`config.mk`:
```
export PLATFORM = sky130hd
export DESIGN_NAME = pc_fetch_unit
export DESIGN_NICKNAME = d
export VERILOG_FILES = /design/src/rtl/pc_fetch_unit.sv
export SDC_FILE = /design/constraint.sdc
export NUM_CORES = 1
export LEC_CHECK = 0
export CAP_MARGIN = 0
export CORE_AREA = 2 2 134 201
export DETAILED_ROUTE_END_ITERATION = 7
export DIE_AREA = 0 0 136 203
export PLACE_DENSITY = 0.55
export SYNTH_ARGS = -nofsm -noshare
export SYNTH_HDL_FRONTEND = slang
export SYNTH_SLANG_ARGS = --single-unit
```
`constraint.sdc`:
```
create_clock -name clk_i -period 5.2 [get_ports clk_i]
set_input_delay 1.04 -clock clk_i [delete_from_list [all_inputs] [get_ports clk_i]]
set_output_delay 1.04 -clock clk_i [all_outputs]
set_load 0.005 [all_outputs]
```
`src/rtl/pc_fetch_unit.sv`:
```
// pc_fetch_unit: program counter for the fetch stage.
//
// The next PC is chosen by fixed priority: trap vector, resolved redirect,
// hold, RAS-predicted return, then the sequential step (+2 for a compressed
// instruction when C_EXT=1, otherwise +4). A small circular return-address
// stack (RAS) is pushed by execute on retired calls and popped by fetch on
// predicted returns.
//
// Ports:
//   clk_i            clock, all state updates on the rising edge
//   rst_i            asynchronous active-high reset
//   hold_i           stall: freezes the sequential step and the RAS pop path
//   trap_valid_i     take a trap this cycle
//   trap_vec_i       trap handler address (forced to 4-byte alignment)
//   redirect_valid_i resolved branch/jump target valid
//   redirect_pc_i    branch/jump target
//   inst_len16_i     current instruction is 16-bit (used only when C_EXT=1)
//   pred_ret_i       fetch predicts a return; requests a RAS pop
//   ras_push_i       execute retires a call; push push_addr_i
//   push_addr_i      return address to push
//   pc_o             current PC (registered)
//   misalign_err_o   one-cycle pulse after a misaligned redirect target
//   ras_top_o        most recent RAS entry, 0 when empty
//   ras_empty_o      RAS holds no entries
//   ras_full_o       RAS holds RAS_DEPTH entries

module pc_fetch_unit #(
    parameter int unsigned     XLEN      = 32,
    parameter logic [XLEN-1:0] RESET_VEC = '0,
    parameter int unsigned     RAS_DEPTH = 4,
    parameter int unsigned     C_EXT     = 0
) (
    input  logic            clk_i,
    input  logic            rst_i,
    input  logic            hold_i,
    input  logic            trap_valid_i,
    input  logic [XLEN-1:0] trap_vec_i,
    input  logic            redirect_valid_i,
    input  logic [XLEN-1:0] redirect_pc_i,
    input  logic            inst_len16_i,
    input  logic            pred_ret_i,
    input  logic            ras_push_i,
    input  logic [XLEN-1:0] push_addr_i,
    output logic [XLEN-1:0] pc_o,
    output logic            misalign_err_o,
    output logic [XLEN-1:0] ras_top_o,
    output logic            ras_empty_o,
    output logic            ras_full_o
);

    localparam bit          CExt = (C_EXT != 0);
    localparam int unsigned PtrW = $clog2(RAS_DEPTH);
    localparam int unsigned CntW = $clog2(RAS_DEPTH) + 1;

    logic [XLEN-1:0] pc_q, pc_d;
    logic            misalign_q, misalign_d;
    logic [PtrW-1:0] ptr_q, ptr_d;
    logic [CntW-1:0] cnt_q, cnt_d;
    logic [XLEN-1:0] ras_q [RAS_DEPTH];
    logic [XLEN-1:0] ras_d [RAS_DEPTH];

    logic            pop_en;
    logic            push_en;
    logic [XLEN-1:0] step;
    logic [XLEN-1:0] redirect_mask;

    assign ras_empty_o    = (cnt_q == '0);
    assign ras_full_o     = (cnt_q == CntW'(RAS_DEPTH));
    assign ras_top_o      = ras_empty_o ? '0 : ras_q[ptr_q];
    assign pc_o           = pc_q;
    assign misalign_err_o = misalign_q;

    always_comb begin
        // A pop only happens when the prediction path actually wins.
        pop_en        = pred_ret_i && !ras_empty_o && !hold_i &&
                        !redirect_valid_i && !trap_valid_i;
        push_en       = ras_push_i && !trap_valid_i;
        step          = (CExt && inst_len16_i) ? XLEN'(2) : XLEN'(4);
        redirect_mask = CExt ? ~XLEN'(1) : ~XLEN'(3);

        // Next PC by priority.
        if (trap_valid_i) begin
            pc_d = trap_vec_i & ~XLEN'(3);
        end else if (redirect_valid_i) begin
            pc_d = redirect_pc_i & redirect_mask;
        end else if (hold_i) begin
            pc_d = pc_q;
        end else if (pop_en) begin
            pc_d = ras_q[ptr_q];
        end else begin
            pc_d = pc_q + step;
        end

        misalign_d = !trap_valid_i && redirect_valid_i && redirect_pc_i[1] && !CExt;

        // RAS next state.
        ras_d = ras_q;
        ptr_d = ptr_q;
        cnt_d = cnt_q;
        if (trap_valid_i) begin
            cnt_d = '0;
        end else if (push_en && pop_en) begin
            // Pop and push cancel: replace the top in place.
            ras_d[ptr_q] = push_addr_i;
        end else if (push_en) begin
            // When full, the advanced pointer lands on the oldest entry.
            ptr_d        = ptr_q + PtrW'(1);
            ras_d[ptr_d] = push_addr_i;
            if (!ras_full_o) begin
                cnt_d = cnt_q + CntW'(1);
            end
        end else if (pop_en) begin
            ptr_d = ptr_q - PtrW'(1);
            cnt_d = cnt_q - CntW'(1);
        end
    end

    always_ff @(posedge clk_i or posedge rst_i) begin
        if (rst_i) begin
            pc_q       <= RESET_VEC;
            misalign_q <= 1'b0;
            ptr_q      <= '0;
            cnt_q      <= '0;
            for (int i = 0; i < int'(RAS_DEPTH); i++) begin
                ras_q[i] <= '0;
            end
        end else begin
            pc_q       <= pc_d;
            misalign_q <= misalign_d;
            ptr_q      <= ptr_d;
            cnt_q      <= cnt_d;
            for (int i = 0; i < int'(RAS_DEPTH); i++) begin
                ras_q[i] <= ras_d[i];
            end
        end
    end

endmodule

```
==> results.json <==
{
  "p_per_area_nw_per_um2": 512.5,
  "drtIter0Drc": 392,
  "final_cell_area_sq_um": 11580,
  "synth_area_leaders": "dfrtp_1 (47%), mux2_2 (15%), mux4_2 (8.1%)",
  "drv_slew": 0,
  "pin_count": 171,
  "cts_root_buf": "clkbuf_16",
  "initial_core_util_pct": 34.53,
  "worst-path-max-fanout": 27,
  "syn_avg_cell_area_sq_um": 11.75,
  "grt_pass1_wl_mm": 40.30,
  "cp.arrival_ns": 2.75,
  "final_core_util_pct": 44.93,
  "max_freq_mhz": 264.0,
  "synth_top_area_cell": "dfrtp_1",
  "routedWlPerCell_um": 20.75,
  "globalRouteTotalUtil_pct": 19.29,
  "yosysWarnings": 0,
  "postCtsSetupBuffers": 0,
  "first_pass_iters": 5,
  "rsz0062_at_grt": "no",
  "htreeDepth": 4,
  "relSlewSlack_pct": 26.75,
  "num_antenna_cells": 0,
  "place_area_sq_um": 10900,
  "switching_power_mw": 1.788,
  "rows": 72,
  "worstSetupPathType": "flop to output port",
  "report.final.hold_viol_count": 0,
  "clkLatencyLatePin_ns": 0.44,
  "clock_path_buffers": 2,
  "p_comb_share_pct": 38.2,
  "setup_viol": 0,
  "netlist_area_sq_um": 8897,
  "fin_crit_ns": 3.788,
  "tightestPinTransition_ns": 1.089,
  "num_vias": 6735,
  "mostFrequentLayoutCells": "clkdlybuf4s50_1 (165), dfrtp_1 (164), mux2_2 (120), nand2_1 (54), a21oi_1 (45)",
  "synthArstFlopShare_pct": 100.0,
  "multi_input_area_sq_um": 4472,
  "switching_share_pct": 30.14,
  "cts_tree": "built",
  "io_buffers": 166,
  "vias_per_cell": 5.384,
  "grt_max_degree": 167,
  "pwr-share-seq_pct": 37.2,
  "synth_edf_count": 0,
  "numCtsBuffers": 17,
  "regArea_sq_um": 4156,
  "fp.coreArea_sq_um": 25760,
  "path_clk_slew_ns": 0.06,
  "post_route_cells_drive_above_1_share_pct": 24.51,
  "ctsResizeCount": 0,
  "status": "complete, no violations",
  "nets": 1018,
  "drc": 0,
  "finClkSkew_ns": 0.007040,
  "ant_nets": 0,
  "ys_dominant_reg_cell": "dfrtp_1",
  "gp_congestion": 0.8523,
  "min_path_type": "flop to flop",
  "antenna_found_initial": 0,
  "ys_ff_latch": 166,
  "die_area_sq_um": 27610,
  "synth_top_area_share_pct": 46.69,
  "fin_crit_sh_pct": 72.84,
  "nFillCells": 2468,
  "ir_drop_v": 0.0002513,
  "clockPowerShare_pct": 24.6,
  "syn_inst": 757,
  "critPathLaunchType": "flop",
  "finalPower_mw": 5.933,
  "holdBufCountCts": 0,
  "die_x_um": 136,
  "cp-end-kind": "output port",
  "leakage_nw": 4.582,
  "hpwl_mm": 18.32,
  "ys_seq_area_share_pct": 46.69,
  "finalSetupTns_ns": 0,
  "required_ns": 4.16,
  "area_delta_synth_final_pct": 30.12,
  "cap_violations": 0,
  "grt.overflow.total": 0,
  "fp.dieH_um": 203,
  "grt_pass1_vias": 7015,
  "numClockSinks": 166,
  "drt-total-wl_mm": 25.96,
  "ys_types": 68,
  "synth_nets": 869,
  "layout_commonest_cell": "clkdlybuf4s50_1",
  "hold_slack_ns": 0.4830,
  "p_int_mw": 4.145
}
-- sequential cells by signal, summed over array words and instances (netlist names) --
register	flops
ptr_q	2
misalign_err_o	1
cnt_q	3
ras_q	128
pc_o	32
-- cell type report --
type | instances | share of cell area [%]
tap | 333 | 3.599
inverter | 13 | 0.4539
sequential | 166 | 35.90
clock inverter | 12 | 1.924
multi-input combinational | 524 | 38.63
clock buffer | 19 | 3.912
timing repair buffer | 184 | 15.58
-- worst max-delay path, cell delays in order (launching register included) --
cell and delay (ns):
dfrtp_2 0.93, buf_4 0.34, mux4_2 0.37, and2_1 0.22, clkdlybuf4s50_1 0.45
-- kinds of logic (layout without fill, tap and decap cells) --
| kind of cell | after synthesis | after routing | share of synthesized area (%) |
|---|---|---|---|
| AOI/OAI and AO/OA | 157 | 157 | 11.84 |
| DFF | 166 | 166 | 46.69 |
| and+or+nand+nor | 185 | 185 | 11.11 |
| adders and majority gates | 8 | 8 | 1.209 |
| muxes | 166 | 166 | 24.98 |
| buffers and inverters | 67 | 228 | 3.389 |
| xor gates and xnor gates | 8 | 8 | 0.7875 |
-- per-stage QoR --
stage	cells	setup WS, ns
floorplan	757	2.047
global placement	1220	1.371
detailed placement	1220	1.348
CTS	1251	1.335
global route	1251	1.272
finish	1251	1.412
-- Yosys cell counts, types with 10 or more instances --
library cell / number
nand4_1: 10
and2_1: 35
mux2_2: 120
dfrtp_1: 166
nor2_1: 28
mux4_2: 32
a21oi_1: 45
nand2_1: 54
nand3_1: 10
buf_2: 22
clkbuf_1: 25
inv_1: 11
o21ai_0: 28
a31oi_1: 14
-- power by group through the flow --
stage | sequential [mW] | combinational, mW | clock (mW)
CTS | 2.22 | 2.30 | 1.49
global route | 2.29 | 2.44 | 1.54
detailed placement | 2.24 | 2.29 | 0
global placement | 2.22 | 2.26 | 0
finish | 2.21 | 2.26 | 1.46
floorplan | 2.06 | 1.49 | 0
-- final timing paths --
path / slack, ns / from / end / depth (start not counted)
setup / recovery: 1.41 / ptr_q[0]$_DFFE_PP0P_ / ras_top_o[14] / 4
hold / removal: 0.48 / ras_q[127]$_DFFE_PP0P_ / ras_q[127]$_DFFE_PP0P_ / 1
setup reg to reg: 2.10 / cnt_q[2]$_DFFE_PP0P_ / ras_q[121]$_DFFE_PP0P_ / 7
hold reg to reg: 0.48 / ras_q[127]$_DFFE_PP0P_ / ras_q[127]$_DFFE_PP0P_ / 1
max in group asynchronous: 3.25 / rst_i / ptr_q[1]$_DFFE_PP0P_ / 3
min in group asynchronous: 1.16 / rst_i / ras_q[27]$_DFFE_PP0P_ / 3
-- routing by layer --
metal,GRT usage [%],wire length [um],vias to the layer above
li1,-,-,3101
met1,23.70,10830,3440
met5,0,0,-
met3,3.620,1162,30
met4,7.143,617,0
met2,33.36,13350,164
Power figures use the tool's default switching activity.
==> variant 1: new RTL, same flow settings <==
The parameter `XLEN` goes from 32 to 48.
--- a/src/rtl/pc_fetch_unit.sv
+++ b/src/rtl/pc_fetch_unit.sv
@@ -25,7 +25,7 @@
 //   ras_full_o       RAS holds RAS_DEPTH entries
 
 module pc_fetch_unit #(
-    parameter int unsigned     XLEN      = 32,
+    parameter int unsigned     XLEN      = 48,
     parameter logic [XLEN-1:0] RESET_VEC = '0,
     parameter int unsigned     RAS_DEPTH = 4,
     parameter int unsigned     C_EXT     = 0
Ports: changed (5 resized); port bits go from 171 to 251. The function was not compared with the original's and may differ.
==> variant 1 against the unedited design <==
- routed wire length is 60% higher
- global-route usage is 11 points higher
- setup slack worse by 0.45 ns
- sequential cell count is 80 higher
- clock power rose by 29%
- design area rose by 51%
- die area is the same
- non-clock buffer count grew 89
- clock skew grew 0.016 ns
- area after synthesis increased by 55%
- final cell count increased by 39%
- power is 54% higher
==> variant 1: results (changes against the unedited design) <==
stage,metric,value,unit,change
outcome,status,finished clean,,unchanged
final_layout,fraction of area in multi-input gates,0.412,,was 0.386
placement,routability cong.,0.915,,was 0.852
critical_path,crit path capture,ras_top_o[21],,was ras_top_o[14]
power,Leakage,6.96,nW,was 4.58 nW
drt,vias,10600,,was 6735
final_layout,Seq area share,0.353,,was 0.359
synthesis,cell area after synthesis,13800,sq um,was 8900 sq um
drt,vias per cell,6.14,,was 5.38
final_layout,clk cell area share,0.0490,,was 0.0584
critical_path,worst r2r src,ptr_q[0]$_DFFE_PP0P_,,was cnt_q[2]$_DFFE_PP0P_
critical_path,depth of the worst register-to-register path,6,,was 7
critical_path,reg2reg end,ras_q[176]$_DFFE_PP0P_,,was ras_q[121]$_DFFE_PP0P_
sta,hold_ws,0.499,ns,was 0.483 ns
final_layout,max reg flops,192,,was 128
placement,Area after DPL,16600,sq um,was 10900 sq um
final_layout,Layout non-clock buf frac,0.157,,was 0.156
synthesis,XOR/XNOR share of the synthesized area,0.00823,,was 0.00788
drt,Initial DRC Count,767,,was 392
final_layout,Fill cells,2005,,was 2468
final_layout,diode count,6,,was 0
sta,final setup margin,0.967,ns,was 1.41 ns
synthesis,post-synthesis mux area share,0.258,,was 0.250
critical_path,CP max stage delay,0.99,ns,was 0.93 ns
power,Max VDD drop,0.348,mV,was 0.251 mV
final_layout,clock buffers,37,,was 19
drt,Avg WL per Cell,23.9,um,was 20.8 um
global_route,initial antenna violation count,5,,was 0
synthesis,Post-Synth Adder-Cell Area,0.00778,,was 0.0121
synthesis,Cells after Synth,1164,,was 757
sta,Worst slew margin,0.402,,was 0.268
global_route,largest net degree at the start of global routing,125,,was 167
final_layout,invs w/o clock,17,,was 13
min_path,WHS Endpoint,ras_q[95]$_DFFE_PP0P_,,was ras_q[127]$_DFFE_PP0P_
cts,CTS H-tree lvls,1,,was 4
final_layout,fin nets,1537,,was 1018
final_layout,bufs w/o clock,273,,was 184
critical_path,arrival time at the worst endpoint,3.19,ns,was 2.75 ns
synthesis,largest cells by area after synthesis,"dfrtp_1 (44%), mux2_2 (9.1%), mux2_4 (8.7%), mux4_2 (7.8%), nor2b_1 (2.4%)",,"was dfrtp_1 (47%), mux2_2 (15%), mux4_2 (8.1%), a21oi_1 (2.5%), and2_1 (2.5%)"
cts,clock net sink count,246,,was 166
final_layout,layout cells sized above 1,0.248,,was 0.245
cts,Clock Path Buffers,3,,was 2
sta,Setup Skew,0.0226,ns,was 0.00704 ns
global_route,first-pass GRT wire length,63600,um,was 40300 um
synthesis,Synth Area in Compound Gates,0.117,,was 0.118
final_layout,#MultiIn Comb,814,,was 524
power,pwr/cell area,525,nW/um^2,was 512 nW/um^2
cts,cts bufs inserted,25,,was 17
synthesis,Synth top cells by count,"dfrtp_1 (246), mux2_2 (112), mux2_4 (80)",,"was dfrtp_1 (166), mux2_2 (120), nand2_1 (54)"
placement,Setup WS pre-CTS,1.28,ns,was 1.35 ns
synthesis,count of cell types in the netlist,76,,was 68
critical_path,slowest CP cell,dfrtp_4,,was dfrtp_2
variant 1: changes by cell type after synthesis, moves of 14 or more:
| cell | before | now |
|---|---|---|
| and2_1 | 35 | 15 |
| o21ai_0 | 28 | 42 |
| clkbuf_1 | 25 | 40 |
| dfrtp_1 | 166 | 246 |
| a21oi_1 | 45 | 63 |
| mux2_4 | 0 | 80 |
| buf_6 | 1 | 15 |
| mux4_2 | 32 | 48 |
| nor2b_1 | 4 | 53 |
variant 1: metal layers:
metal	part of all wire	routed length, um	global-route usage
met2	0.51	21100	0.510
met4	0.032	1330	0.115
met3	0.058	2410	0.0382
met1	0.40	16700	0.386
met5	0	0	0
variant 1: where the power goes:
| part | total, W | leakage [nW] | switching (W) | internal [W] |
|---|---|---|---|---|
| combinational | 0.00388 | 3.57 | 0.00148 | 0.00240 |
| sequential | 0.00339 | 2.97 | 0.000653 | 0.00274 |
| clock | 0.00189 | 0.423 | 0.000763 | 0.00113 |
==> variant 2: new RTL, config.mk and constraints unchanged <==
Made on the original files. Reset style: synchronous (`rst_i`), changed in one clocked block. Comments in the files are not updated.
--- a/src/rtl/pc_fetch_unit.sv
+++ b/src/rtl/pc_fetch_unit.sv
@@ -115,7 +115,7 @@
         end
     end
 
-    always_ff @(posedge clk_i or posedge rst_i) begin
+    always_ff @(posedge clk_i) begin
         if (rst_i) begin
             pc_q       <= RESET_VEC;
             misalign_q <= 1'b0;
Check against the original RTL: differs if rst_i is asserted again (counterexample within 4 cycles, from zero or initial values and one cycle with rst_i high); with rst_i held inactive, the same outputs for 4 cycles.
==> variant 2 against the unedited design <==
- count of clock-buffer cells in the layout shrank 1
- setup slack improved by 0.075 ns
- area after synthesis fell by 4.8%
- global-route usage rose by 1.7 points
- design area is 5.9% lower
- routed wire length is 13% higher
- core utilization down 2.6 points
- register-to-register slack improved by 0.03 ns
- sequential cell count unchanged
- clock skew up 0.0038 ns
- critical endpoint is now ras_top_o[6]
- highest routed layer unchanged
Power is not compared: it rests on default switching activity, and its combinational part moved more than twofold at a synthesized area within 25%.
==> variant 2: results (changes against the unedited design) <==
stage,metric,value,unit,change
outcome,status,finished clean,,unchanged
min_path,WHS Endpoint,ras_q[75]$_SDFFE_PP0P_,,was ras_q[127]$_DFFE_PP0P_
synthesis,Post-Synth Adder-Cell Area,0.0127,,was 0.0121
synthesis,post-synthesis mux area share,0.0886,,was 0.250
drt,WL final,29300,um,was 26000 um
final_layout,invs w/o clock,29,,was 13
drt,routed wl met3,1460,um,was 1160 um
drt,Avg WL per Cell,19.0,um,was 20.8 um
final_layout,Seq area share,0.305,,was 0.359
critical_path,reg2reg setup slack,2.13,ns,was 2.10 ns
global_route,vias in the first global route,7807,,was 7015
synthesis,Syn Area/Cell,7.88,sq um,was 11.8 sq um
global_route,GR Util met3,0.0317,,was 0.0362
placement,dpl hpwl,19700,um,was 18300 um
final_layout,num sequential,166,,unchanged
global_route,gr usage total,0.210,,was 0.193
placement,Area after DPL,10400,sq um,was 10900 sq um
global_route,largest net degree at the start of global routing,81,,was 167
drt,Initial DRC Count,523,,was 392
synthesis,sequential element share of the synthesized area,0.392,,was 0.467
sta,Setup Skew,0.0108,ns,was 0.00704 ns
final_layout,bufs w/o clock,185,,was 184
final_layout,Reg area,3330,sq um,was 4160 sq um
final_layout,Fill cells,2720,,was 2468
final_layout,#MultiIn Comb,795,,was 524
placement,Setup WS pre-CTS,1.47,ns,was 1.35 ns
global_route,met2 usage,0.378,,was 0.334
synthesis,Post-synth ARST share,0,,was 1.00
critical_path,arrival time at the worst endpoint,2.67,ns,was 2.75 ns
critical_path,slowest CP cell,dfxtp_1,,was dfrtp_2
sta,hold_ws,0.452,ns,was 0.483 ns
synthesis,Synth Area in Compound Gates,0.194,,was 0.118
final_layout,fin nets,1306,,was 1018
synthesis,Synth top cells by count,"nand2_1 (294), a21oi_1 (166), dfxtp_1 (166)",,"was dfrtp_1 (166), mux2_2 (120), nand2_1 (54)"
synthesis,XOR/XNOR share of the synthesized area,0.0186,,was 0.00788
final_layout,clock buffers,18,,was 19
global_route,grt met1 use,0.252,,was 0.237
variant 2: cells by family (layout without fill, tap and decap cells):
logic type,count (synthesis),count (layout)
AO/OA/AOI/OAI,283,283
XOR/XNOR,18,18
AND/OR/NAND/NOR,451,451
flip-flops,166,166
multiplexers,35,35
adder cells (fa/ha/maj),8,8
buffers and inverters,114,246
variant 2: worst max path at each step:
stage / from / end / slack [ns]
after floorplan: ptr_q[1]$_SDFFE_PP0P_ / ras_top_o[17] / 2.25
after detailed placement: hold_i / ras_q[92]$_SDFFE_PP0P_ / 1.47
after global placement: hold_i / ras_q[114]$_SDFFE_PP0P_ / 1.49
after global routing: cnt_q[0]$_SDFFE_PP0P_ / ras_empty_o / 1.33
after CTS: cnt_q[0]$_SDFFE_PP0P_ / ras_empty_o / 1.44
final: ptr_q[0]$_SDFFE_PP0P_ / ras_top_o[6] / 1.49
